==> src/rtl/led_driver_array.sv <==
// led_driver_array: N-channel LED driver with const/blink/PWM modes and boundary-synchronised config writes
// Optional feature macro: LED_DRV_BLINK_EN (blink mode, prescaler, blink phase); undefined -> mode 10 drives 0.
// Ports:
//   clk       rising-edge clock
//   rst_n     asynchronous active-low reset
//   wr_en     configuration write request
//   wr_ch     target channel (values >= N are accepted then discarded)
//   wr_mode   00 const0, 01 const1, 10 blink, 11 PWM
//   wr_duty   PWM duty, used only with mode 11
//   wr_ready  high when the single pending slot is empty
//   led       registered channel outputs
module led_driver_array #(
    parameter int N = 5,
    parameter int PWM_BITS = 8,
    parameter int PRESCALE = 12000000,
    parameter logic [N-1:0] RESET_PATTERN = N'(5'b01111),
    localparam int CW = N > 1 ? $clog2(N) : 1
) (
    input  logic                clk,
    input  logic                rst_n,
    input  logic                wr_en,
    input  logic [CW-1:0]       wr_ch,
    input  logic [1:0]          wr_mode,
    input  logic [PWM_BITS-1:0] wr_duty,
    output logic                wr_ready,
    output logic [N-1:0]        led
);
    logic [PWM_BITS-1:0] cnt;
    logic                pend;
    logic [CW-1:0]       p_ch;
    logic [1:0]          p_mode;
    logic [PWM_BITS-1:0] p_duty;
    logic [1:0]          mode [N];
    logic [PWM_BITS-1:0] duty [N];
    logic                phase;
    logic [N-1:0]        nxt;
    logic                apply;

    assign wr_ready = ~pend;
    // only a write already pending when the wrap cycle starts is applied in it
    assign apply = pend & (&cnt);

`ifdef LED_DRV_BLINK_EN
    localparam int PW = $clog2(PRESCALE);
    logic [PW-1:0] pre;
    always_ff @(posedge clk or negedge rst_n) begin
        if (!rst_n) begin
            pre   <= '0;
            phase <= 1'b0;
        end else if (pre == PW'(PRESCALE - 1)) begin
            pre   <= '0;
            phase <= ~phase;
        end else begin
            pre <= pre + 1'b1;
        end
    end
`else
    assign phase = 1'b0;
`endif

    // the applying write is bypassed into the output decode so led follows one cycle after the boundary
    for (genvar i = 0; i < N; i++) begin : g_ch
        logic                hit;
        logic [1:0]          em;
        logic [PWM_BITS-1:0] ed;
        assign hit    = apply && p_ch == CW'(i);
        assign em     = hit ? p_mode : mode[i];
        assign ed     = hit && p_mode == 2'b11 ? p_duty : duty[i];
        assign nxt[i] = em[1] ? (em[0] ? cnt < ed : phase) : em[0];
    end

    always_ff @(posedge clk or negedge rst_n) begin
        if (!rst_n) begin
            cnt    <= '0;
            pend   <= 1'b0;
            p_ch   <= '0;
            p_mode <= '0;
            p_duty <= '0;
            led    <= RESET_PATTERN;
            for (int i = 0; i < N; i++) begin
                mode[i] <= {1'b0, RESET_PATTERN[i]};
                duty[i] <= '0;
            end
        end else begin
            cnt <= cnt + 1'b1;
            led <= nxt;
            if (wr_en && !pend) begin
                pend   <= 1'b1;
                p_ch   <= wr_ch;
                p_mode <= wr_mode;
                p_duty <= wr_duty;
            end else if (apply) begin
                pend <= 1'b0;
            end
            for (int i = 0; i < N; i++) begin
                if (apply && p_ch == CW'(i)) begin
                    mode[i] <= p_mode;
                    if (p_mode == 2'b11) duty[i] <= p_duty;
                end
            end
        end
    end
endmodule

==> config.mk <==
export PLATFORM = sky130hd
export DESIGN_NAME = led_driver_array
export DESIGN_NICKNAME = d
export VERILOG_FILES = /design/src/rtl/led_driver_array.sv
export SDC_FILE = /design/constraint.sdc
export NUM_CORES = 1
export LEC_CHECK = 0
export ABC_CLOCK_PERIOD_IN_PS = 3300
export CORE_MARGIN = 4
export CORE_UTILIZATION = 45
export DETAILED_ROUTE_END_ITERATION = 8
export GPL_TIMING_DRIVEN = 0
export HOLD_SLACK_MARGIN = 0.03
export PLACE_DENSITY = 0.65
export RECOVER_POWER = 50
export SETUP_SLACK_MARGIN = 0.15
export SLEW_MARGIN = 10
export SYNTH_ARGS = -nofsm -noshare
export SYNTH_HDL_FRONTEND = slang
export SYNTH_SLANG_ARGS = --single-unit
export TNS_END_PERCENT = 5
==> constraint.sdc <==
create_clock -name clk -period 3.3 [get_ports clk]
set_input_delay 0.33 -clock clk [delete_from_list [all_inputs] [get_ports clk]]
set_output_delay 0.33 -clock clk [all_outputs]
set_load 0.05 [all_outputs]
==> results of run 1 <==
placed cells by master (no fill, tap or decap), types with 8 or more instances in the layout:
cell type        count
nand3_1             11
dfrtp_1             61
nand4_1              9
clkbuf_8             9
clkdlybuf4s50_1     20
ha_1                35
a21o_1              11
inv_1               37
dfstp_2              8
dfrtp_2              8
mux2_2              60
buf_4               15
worst max-delay path, stage by stage, from the launching register on:
cell and delay, ns:
dfrtp_2 0.45, ha_4 0.20, nand4_4 0.17, nor4_4 0.25, buf_4 0.19, mux2_4 0.31
inv_1 0.06, ha_1 0.23, a21o_1 0.20, a21oi_2 0.17, or4bb_1 0.49, a311o_1 0.32
a21boi_2 0.15
report_power, final:
part           switching (mW)  leakage, nW  internal [mW]
clock network           0.359        0.120          0.506
logic                  0.0582         1.11         0.0546
registers              0.0269        0.993          0.964
total                   0.444         2.22           1.52
how the worst max path moves through the flow:
stage           start  endpoint  slack, ns  depth (start not counted)
2_1_floorplan  cnt[0]    led[1]       0.17                         11
3_3_place_gp    rst_n    cnt[3]      -1.13                          1
3_5_place_dp   cnt[2]    led[1]      -0.43                         10
4_1_cts        cnt[0]    led[1]       0.02                         12
5_1_grt        cnt[0]    led[1]      -0.04                         12
6_report       cnt[0]    led[1]       0.06                         12
sequential cells by signal, indices dropped and copies added, names as in the netlist:
register,count
led,5
duty,40
p_duty,8
cnt,8
pend,1
p_ch,3
mode,10
p_mode,2
final cells by class:
cell class | count | area share
Clock buffer | 9 | 0.0253
Timing Repair Buffer | 40 | 0.0801
Sequential cell | 77 | 0.397
Buffer | 7 | 0.0120
Inverter | 37 | 0.0283
Clock inverter | 7 | 0.0253
Tap cell | 108 | 0.0276
Multi-Input combinational cell | 199 | 0.404
per-stage QoR:
step | instance area, µm² | worst slack, ns | hold WS [ns]
after floorplan | 4090 | 0.166 | 0.0344
after detailed placement | 4460 | -0.426 | 0.303
after global routing | 4900 | -0.0392 | 0.468
after CTS | 4850 | 0.0190 | 0.458
after global placement | 4430 | -1.13 | 0.478
final | 4900 | 0.0568 | 0.455
routing by layer:
layer	routed length, µm	vias to the layer above	part of all wire	global-route usage
li1	-	1253	-	-
met1	3690	1353	0.44	0.230
met2	4110	48	0.48	0.290
met3	373	23	0.044	0.0480
met4	299	0	0.035	0.0677
met5	0	-	0	0
repair_timing:
action / in CTS / in global routing
pin swaps: 8 / 7
resized for setup: 8 / 9
hold endpoints to repair: 27 / 0
endpoints found under the setup margin: 5 / 5
setup buffers: 13 / 4
hold buffers: 1 / 0
synth_stat cells (4+ instances only):
library cell,n
nor4_4,4
mux2_2,63
nand3_1,12
nand4_1,9
o21ai_0,5
buf_6,4
inv_1,37
dfstp_2,8
dfrtp_1,69
ha_1,36
a21oi_1,11
a21o_1,11
kinds of logic after synthesis:
family,synth area share
multiplexers,0.175
buffers and inverters,0.0486
AND/OR/NAND/NOR,0.115
XOR/XNOR,0.0129
flip-flops,0.476
AO/OA/AOI/OAI,0.0619
adder cells (fa/ha/maj),0.111
==> impl_metrics.env, run 1 <==
export IMPL_r2r_slack_ns=0.06
export IMPL_yosys_area_top_type="dfrtp_1"
export IMPL_finalMaxSlewViolations=0
export IMPL_synth_top_area_frac=0.425
export IMPL_fin_crit_sh=0.983
export IMPL_fin_crit_ns=3.24
export IMPL_worst_pin_slew_ns=0.870
export IMPL_instances_no_fill=484
export IMPL_clk_pin_slew_worst_paths_ns=0.09
export IMPL_dieArea_mm2=0.0106
export IMPL_cp_end_kind="flop"
export IMPL_vias=2677
export IMPL_cp_max_fo=6
export IMPL_finish_utilization=0.559
export IMPL_io_buffers=21
export IMPL_grt_pass1_wl_um=14300
export IMPL_synth_area_top_cells="dfrtp_1 (42%), mux2_2 (17%), ha_1 (11%)"
export IMPL_first_pass_iters=4
export IMPL_multi_input_area_mm2=0.00198
export IMPL_cp_start_kind="flop"
export IMPL_finalPower_mw=1.97
export IMPL_cts_sinks=77
export IMPL_synthesis_area_mm2=0.00407
export IMPL_ys_seq_area_frac=0.476
export IMPL_maxCapViolations=0
export IMPL_power_leakage_nw=2.22
export IMPL_seq_area_mm2=0.00195
export IMPL_powerDensity_mw_per_mm2=401
export IMPL_die_w_um=103
export IMPL_viasPerCell=5.53
export IMPL_ir_worst_vdd_v=0.000235
export IMPL_ys_types=43
export IMPL_cp_data_arrival_time_ns=3.54
export IMPL_yosysWarnings=0
export IMPL_fill_cells=745
export IMPL_antennaDiodeCount=0
export IMPL_synth_edf_count=0
export IMPL_fp_dieH_um=103
export IMPL_synthFlopType="dfrtp_1"
export IMPL_slew_headroom=0.416
export IMPL_htreeDepth=3
export IMPL_place_hpwl_um=5890
export IMPL_fmax_mhz=308
export IMPL_status="finished clean"
export IMPL_rsz0062_at_grt="true"
export IMPL_tns_ns=0
export IMPL_setup_violations=0
export IMPL_drt_total_wl_um=8470
export IMPL_cts_tree="built"
export IMPL_min_path_type="in2async"
export IMPL_synth_fp_nets=372
export IMPL_initial_core_util=0.464
export IMPL_syn_area_per_cell_um2=12.7
export IMPL_dpl_cell_count=450
export IMPL_synth_seq_cells=77
export IMPL_insertion_delay_ns=0.35
export IMPL_wire_per_inst_um=17.5
export IMPL_core_mm2=0.00876
export IMPL_async_flop_share=1.00
export IMPL_hold_viol=0
export IMPL_r2r_end="led[1]"
export IMPL_ioPinCount=22
export IMPL_worstReg2RegStart="cnt[0]"
export IMPL_drtIter0Drc=145
export IMPL_antenna_found_initial=0
export IMPL_grt_use_total=0.179
export IMPL_cp_data_required_time_ns=3.59
export IMPL_layout_drive_gt1_share=0.372
export IMPL_grt_pass1_vias=2781
export IMPL_clk_root_buffer_cell="clkbuf_8"
export IMPL_worstSetupPathType="reg2reg"
export IMPL_area_growth_pct=20.6
export IMPL_syn_inst=320
export IMPL_r2r_cells=12
export IMPL_cts_made_buffers=9
export IMPL_nets=423
export IMPL_finClkSkew_ns=0.0115
export IMPL_cts_buffer_depth=2
export IMPL_grt_max_degree=47
export IMPL_drcViolationCount=0
export IMPL_ant_nets=0
export IMPL_rows=34
export IMPL_grt_overflow=0
export IMPL_gp_congestion=0.828
No activity file was read; power rests on OpenSTA's default activity.
==> run 2, diff against run 1 <==
- SKIP_CTS_REPAIR_TIMING: not set -> 1
==> run 2 against run 1 <==
  * Critical path depth did not move
  * First-iteration DRC count fell by 26%
  * Critical endpoint unchanged
  * Largest power group unchanged
  * Clock skew barely moved
  * Cell count fell by 0.62%
  * Combinational power barely moved
  * Power rose by 0.14%
  * Clock-buffer cell count did not move
  * Non-clock buffer count fell by 3
  * The flow now finishes with violations (max-capacitance violations, max-slew violations, negative setup slack)
  * Sequential share of layout area rose by 0.34 points
  * Sequential power barely moved
==> impl_metrics.env, run 2 (synthesis results as in run 1) <==
export IMPL_status="finished, violations left"
export IMPL_violations="max-capacitance violations, max-slew violations, negative setup slack"
export IMPL_gp_congestion=0.828
export IMPL_wire_per_inst_um=17.5
export IMPL_htreeDepth=3
export IMPL_initial_core_util=0.464
export IMPL_multi_input_area_mm2=0.00198
export IMPL_grt_pass1_wl_um=13900
export IMPL_crit_end="led[1]"
export IMPL_crit_buf_inv=2
export IMPL_fin_crit_sh=1.01
export IMPL_antennaDiodeCount=0
export IMPL_fin_ws_ns=-0.0306
export IMPL_first_pass_iters=4
export IMPL_layout_drive_gt1_share=0.365
export IMPL_cp_data_required_time_ns=3.60
export IMPL_dieArea_mm2=0.0106
export IMPL_fill_cells=740
export IMPL_r2r_end="led[1]"
export IMPL_setup_violations=1
export IMPL_io_buffers=21
export IMPL_min_path_type="reg2reg"
export IMPL_ir_worst_vdd_v=0.000238
export IMPL_maxCapViolations=1
export IMPL_grt_overflow=0
export IMPL_cts_sinks=77
export IMPL_grt_pass1_vias=2729
export IMPL_ioPinCount=22
export IMPL_cp_end_kind="flop"
export IMPL_core_mm2=0.00876
export IMPL_clk_pin_slew_worst_paths_ns=0.09
export IMPL_dpl_instance_area_mm2=0.00446
export IMPL_finalMaxSlewViolations=32
export IMPL_crit_path_max_incr_delay_ns=0.49
export IMPL_drtIter0Drc=107
export IMPL_cts_tree="built"
export IMPL_cts_buffer_depth=2
export IMPL_finClkSkew_ns=0.0119
export IMPL_antenna_found_initial=0
export IMPL_crit_path_start="cnt[0]"
export IMPL_fp_dieH_um=103
export IMPL_layout_commonest_cell="dfrtp_1"
export IMPL_seq_area_mm2=0.00195
export IMPL_ant_nets=0
export IMPL_place_hpwl_um=5890
export IMPL_rsz0062_at_grt="true"
export IMPL_dp_slack_ns=-0.426
export IMPL_area_growth_pct=19.6
export IMPL_grt_max_degree=47
export IMPL_regMostFlops="duty"
export IMPL_layout_common_cells="dfrtp_1 (61), mux2_2 (60), inv_1 (37)"
export IMPL_largest_reg_flops=40
export IMPL_drcViolationCount=0
export IMPL_power_leakage_nw=2.20
export IMPL_hold_viol=0
export IMPL_cp_top_family="simple AND/OR/NAND/NOR gates"
export IMPL_insertion_delay_ns=0.36
export IMPL_r2r_slack_ns=-0.03
export IMPL_cp_data_arrival_time_ns=3.63
export IMPL_clk_root_buffer_cell="clkbuf_8"
export IMPL_worstSetupPathType="reg2reg"
export IMPL_fmax_mhz=300
export IMPL_crit_path_top_delay_cell="or4bb_1"
export IMPL_r2r_cells=12
export IMPL_vias=2682
export IMPL_cp_max_fo=8
export IMPL_nets=420
export IMPL_grt_use_total=0.175
export IMPL_cts_made_buffers=9
export IMPL_top_regs="duty x40, mode x10"
export IMPL_worst_pin_slew_ns=1.86
export IMPL_fin_crit_ns=3.33
export IMPL_worstReg2RegStart="cnt[0]"
export IMPL_drt_total_wl_um=8420
export IMPL_crit_chain="ha_4 > nand4_4 > nor4_4 > buf_6 > mux2_4 > inv_1 > ha_1 > a21o_1 > a21oi_2 > or4bb_1 > a311o_1 > a21boi_2"
export IMPL_slew_headroom=-0.237
export IMPL_path_depth=12
export IMPL_viasPerCell=5.58
export IMPL_powerDensity_mw_per_mm2=405
export IMPL_rows=34
export IMPL_cp_start_kind="flop"
export IMPL_die_w_um=103
export IMPL_final_area_mm2=0.00486
-- run 2: cell count changes in the layout (fill, tap and decap cells not counted), sizes merged --
| cell | before | now |
|---|---|---|
| buf | 25 | 21 |
| clkbuf | 10 | 11 |
-- run 2: stage by stage --
step	setup TNS [ns]	util	hold WS (ns)	instances	total power, mW
global route	-0.287	0.555	0.512	481	2.04
finish	-0.0306	0.555	0.499	481	1.97
CTS	-0.990	0.537	-0.0852	466	1.99
detailed placement	-0.849	0.509	0.303	450	1.12
floorplan	0	-	0.0344	320	1.06
global placement	-59.80	0.506	0.478	449	1.12
-- run 2: metal layers --
metal	wire, µm	share of wire	up-vias	GRT usage
li1	-	-	1251	-
met1	3700	0.44	1349	0.223
met2	4100	0.49	61	0.280
met3	413	0.049	21	0.0528
met4	216	0.026	0	0.0657
met5	0	0	-	0
-- run 2: report_power, final --
| group | internal (mW) | switching [mW] |
|---|---|---|
| sequential | 0.964 | 0.0262 |
| combinational | 0.0541 | 0.0586 |
| clock | 0.506 | 0.362 |
-- run 2: how the worst min path moves through the flow --
stage | from | end | slack [ns] | depth (start not counted)
3_3_place_gp | mode[0] | mode[0] | 0.48 | 1
4_1_cts | rst_n | duty[5] | -0.09 | 1
5_1_grt | duty[26] | duty[26] | 0.51 | 1
2_1_floorplan | rst_n | cnt[0] | 0.03 | 0
6_report | duty[39] | duty[39] | 0.50 | 1
3_5_place_dp | rst_n | duty[5] | 0.30 | 1
-- run 2: layout make-up --
type / instances / area share
multi-input cells: 199 / 0.408
flip-flops and latches: 77 / 0.401
repair buffers: 37 / 0.0721
inverters: 37 / 0.0286
well taps: 108 / 0.0278
clock buffers: 9 / 0.0255
clock inverters: 7 / 0.0255
plain buffers: 7 / 0.0121
==> run 3, diff against run 2 <==
- TNS_END_PERCENT: 5 -> 50
==> run 3 against run 2 <==
  * The flow now finishes without violations
  * Clock skew decreased by 0.00076 ns
  * Combinational power hardly changed
  * Sequential share of layout area decreased by 1.0 points
  * Global-route usage unchanged
  * Critical path type unchanged
  * Non-clock buffer count increased by 14
  * Register-to-register slack gained 0.11 ns
  * Sequential power hardly changed
  * Clock-buffer cell count stayed put
==> impl_metrics.env, run 3 (synthesis results as in run 1) <==
export IMPL_status="finished clean"
export IMPL_io_buffers=21
export IMPL_r2r_cells=12
export IMPL_min_path_type="in2async"
export IMPL_antennaDiodeCount=0
export IMPL_rsz0062_at_grt="true"
export IMPL_cp_data_arrival_time_ns=3.52
export IMPL_r2r_end="led[1]"
export IMPL_die_w_um=103
export IMPL_layout_drive_gt1_share=0.393
export IMPL_nets=434
export IMPL_vias=2689
export IMPL_area_growth_pct=22.7
export IMPL_insertion_delay_ns=0.36
export IMPL_fin_crit_sh=0.976
export IMPL_cts_buffer_depth=2
export IMPL_clk_root_buffer_cell="clkbuf_8"
export IMPL_ir_worst_vdd_v=0.000236
export IMPL_finalPower_mw=1.97
export IMPL_instances_no_fill=495
export IMPL_r2r_slack_ns=0.08
export IMPL_grt_max_degree=47
export IMPL_fp_dieH_um=103
export IMPL_maxCapViolations=0
export IMPL_p_int_mw=1.52
export IMPL_initial_core_util=0.464
export IMPL_power_leakage_nw=2.26
export IMPL_setup_violations=0
export IMPL_wire_per_inst_um=17.2
export IMPL_viasPerCell=5.43
export IMPL_worst_pin_slew_ns=0.817
export IMPL_layout_commonest_cell="mux2_2"
export IMPL_cp_start_kind="flop"
export IMPL_top_regs="duty x40, mode x10"
export IMPL_place_hpwl_um=5890
export IMPL_drt_total_wl_um=8530
export IMPL_largest_reg_flops=40
export IMPL_cts_tree="built"
export IMPL_gp_congestion=0.828
export IMPL_cp_max_fo=8
export IMPL_worstReg2RegStart="cnt[1]"
export IMPL_regMostFlops="duty"
export IMPL_htreeDepth=3
export IMPL_cts_made_buffers=9
export IMPL_layout_common_cells="mux2_2 (62), dfrtp_1 (61), inv_1 (36)"
export IMPL_fmax_mhz=310
export IMPL_core_mm2=0.00876
export IMPL_hold_ws_ns=0.453
export IMPL_seqPwrFrac=0.503
export IMPL_ant_nets=0
export IMPL_combinationalPowerShare=0.057
export IMPL_grt_use_total=0.175
export IMPL_ioPinCount=22
export IMPL_grt_pass1_wl_um=13900
export IMPL_dieArea_mm2=0.0106
export IMPL_fin_crit_ns=3.22
export IMPL_cp_data_required_time_ns=3.60
export IMPL_rows=34
export IMPL_hold_viol=0
export IMPL_antenna_found_initial=0
export IMPL_finish_utilization=0.569
export IMPL_slew_headroom=0.456
export IMPL_grt_overflow=0
export IMPL_worstSetupPathType="reg2reg"
export IMPL_powerDensity_mw_per_mm2=395
export IMPL_grt_pass1_vias=2729
export IMPL_drcViolationCount=0
export IMPL_first_pass_iters=4
export IMPL_dpl_cell_count=450
export IMPL_finClkSkew_ns=0.0111
export IMPL_drtIter0Drc=111
export IMPL_finalMaxSlewViolations=0
export IMPL_clk_pin_slew_worst_paths_ns=0.09
export IMPL_p_switching_uw=444
export IMPL_cts_sinks=77
export IMPL_cp_end_kind="flop"
export IMPL_pwr_share_clk=0.440
export IMPL_sw_frac_of_total=0.226
[run 3: cell type report]
cell class / instances / area, µm²
buffer: 7 / 58.8
tap: 108 / 135
clock buffer: 9 / 124
sequential: 77 / 1950
clock inverter: 7 / 124
fill: 731 / 3780
inverter: 37 / 139
timing repair buffer: 51 / 467
multi-input combinational: 199 / 1990
[run 3: power by group through the flow]
stage	clock (mW)	sequential, mW	combinational (mW)
floorplan	0	0.997	0.0619
global placement	0	1.01	0.108
detailed placement	0	1.01	0.113
CTS	0.886	0.991	0.114
global route	0.926	0.995	0.124
finish	0.866	0.990	0.112
[run 3: metrics by stage]
step	setup WS, ns	TNS (ns)	instance area (µm²)
2_1_floorplan	0.166	0	4090
3_3_place_gp	-1.13	-59.80	4430
3_5_place_dp	-0.426	-0.849	4460
4_1_cts	-0.460	-0.990	4710
5_1_grt	-0.0954	-0.118	4990
6_report	0.0790	0	4990
[run 3: how the worst max path moves through the flow]
stage | startpoint | end | depth (start not counted)
floorplan | cnt[0] | led[1] | 11
global placement | rst_n | cnt[3] | 1
detailed placement | cnt[2] | led[1] | 10
CTS | cnt[2] | led[1] | 10
global route | cnt[1] | led[2] | 11
finish | cnt[1] | led[1] | 12
[run 3: critical path, stage by stage, from the launching register on]
cell and delay [ns]:
dfrtp_2 0.43, ha_4 0.19, nand4_4 0.17, nor4_4 0.27, buf_6 0.17, mux2_4 0.31, inv_1 0.06, ha_1 0.23
a21o_1 0.20, a21oi_2 0.17, or4bb_1 0.49, a311o_1 0.33, a21boi_2 0.16
[run 3: metal layers]
metal	vias up	wire length (µm)	global-route usage
met2	46	4280	0.280
met5	-	0	0
met4	0	182	0.0657
met3	13	358	0.0528
li1	1278	-	-
met1	1352	3710	0.223
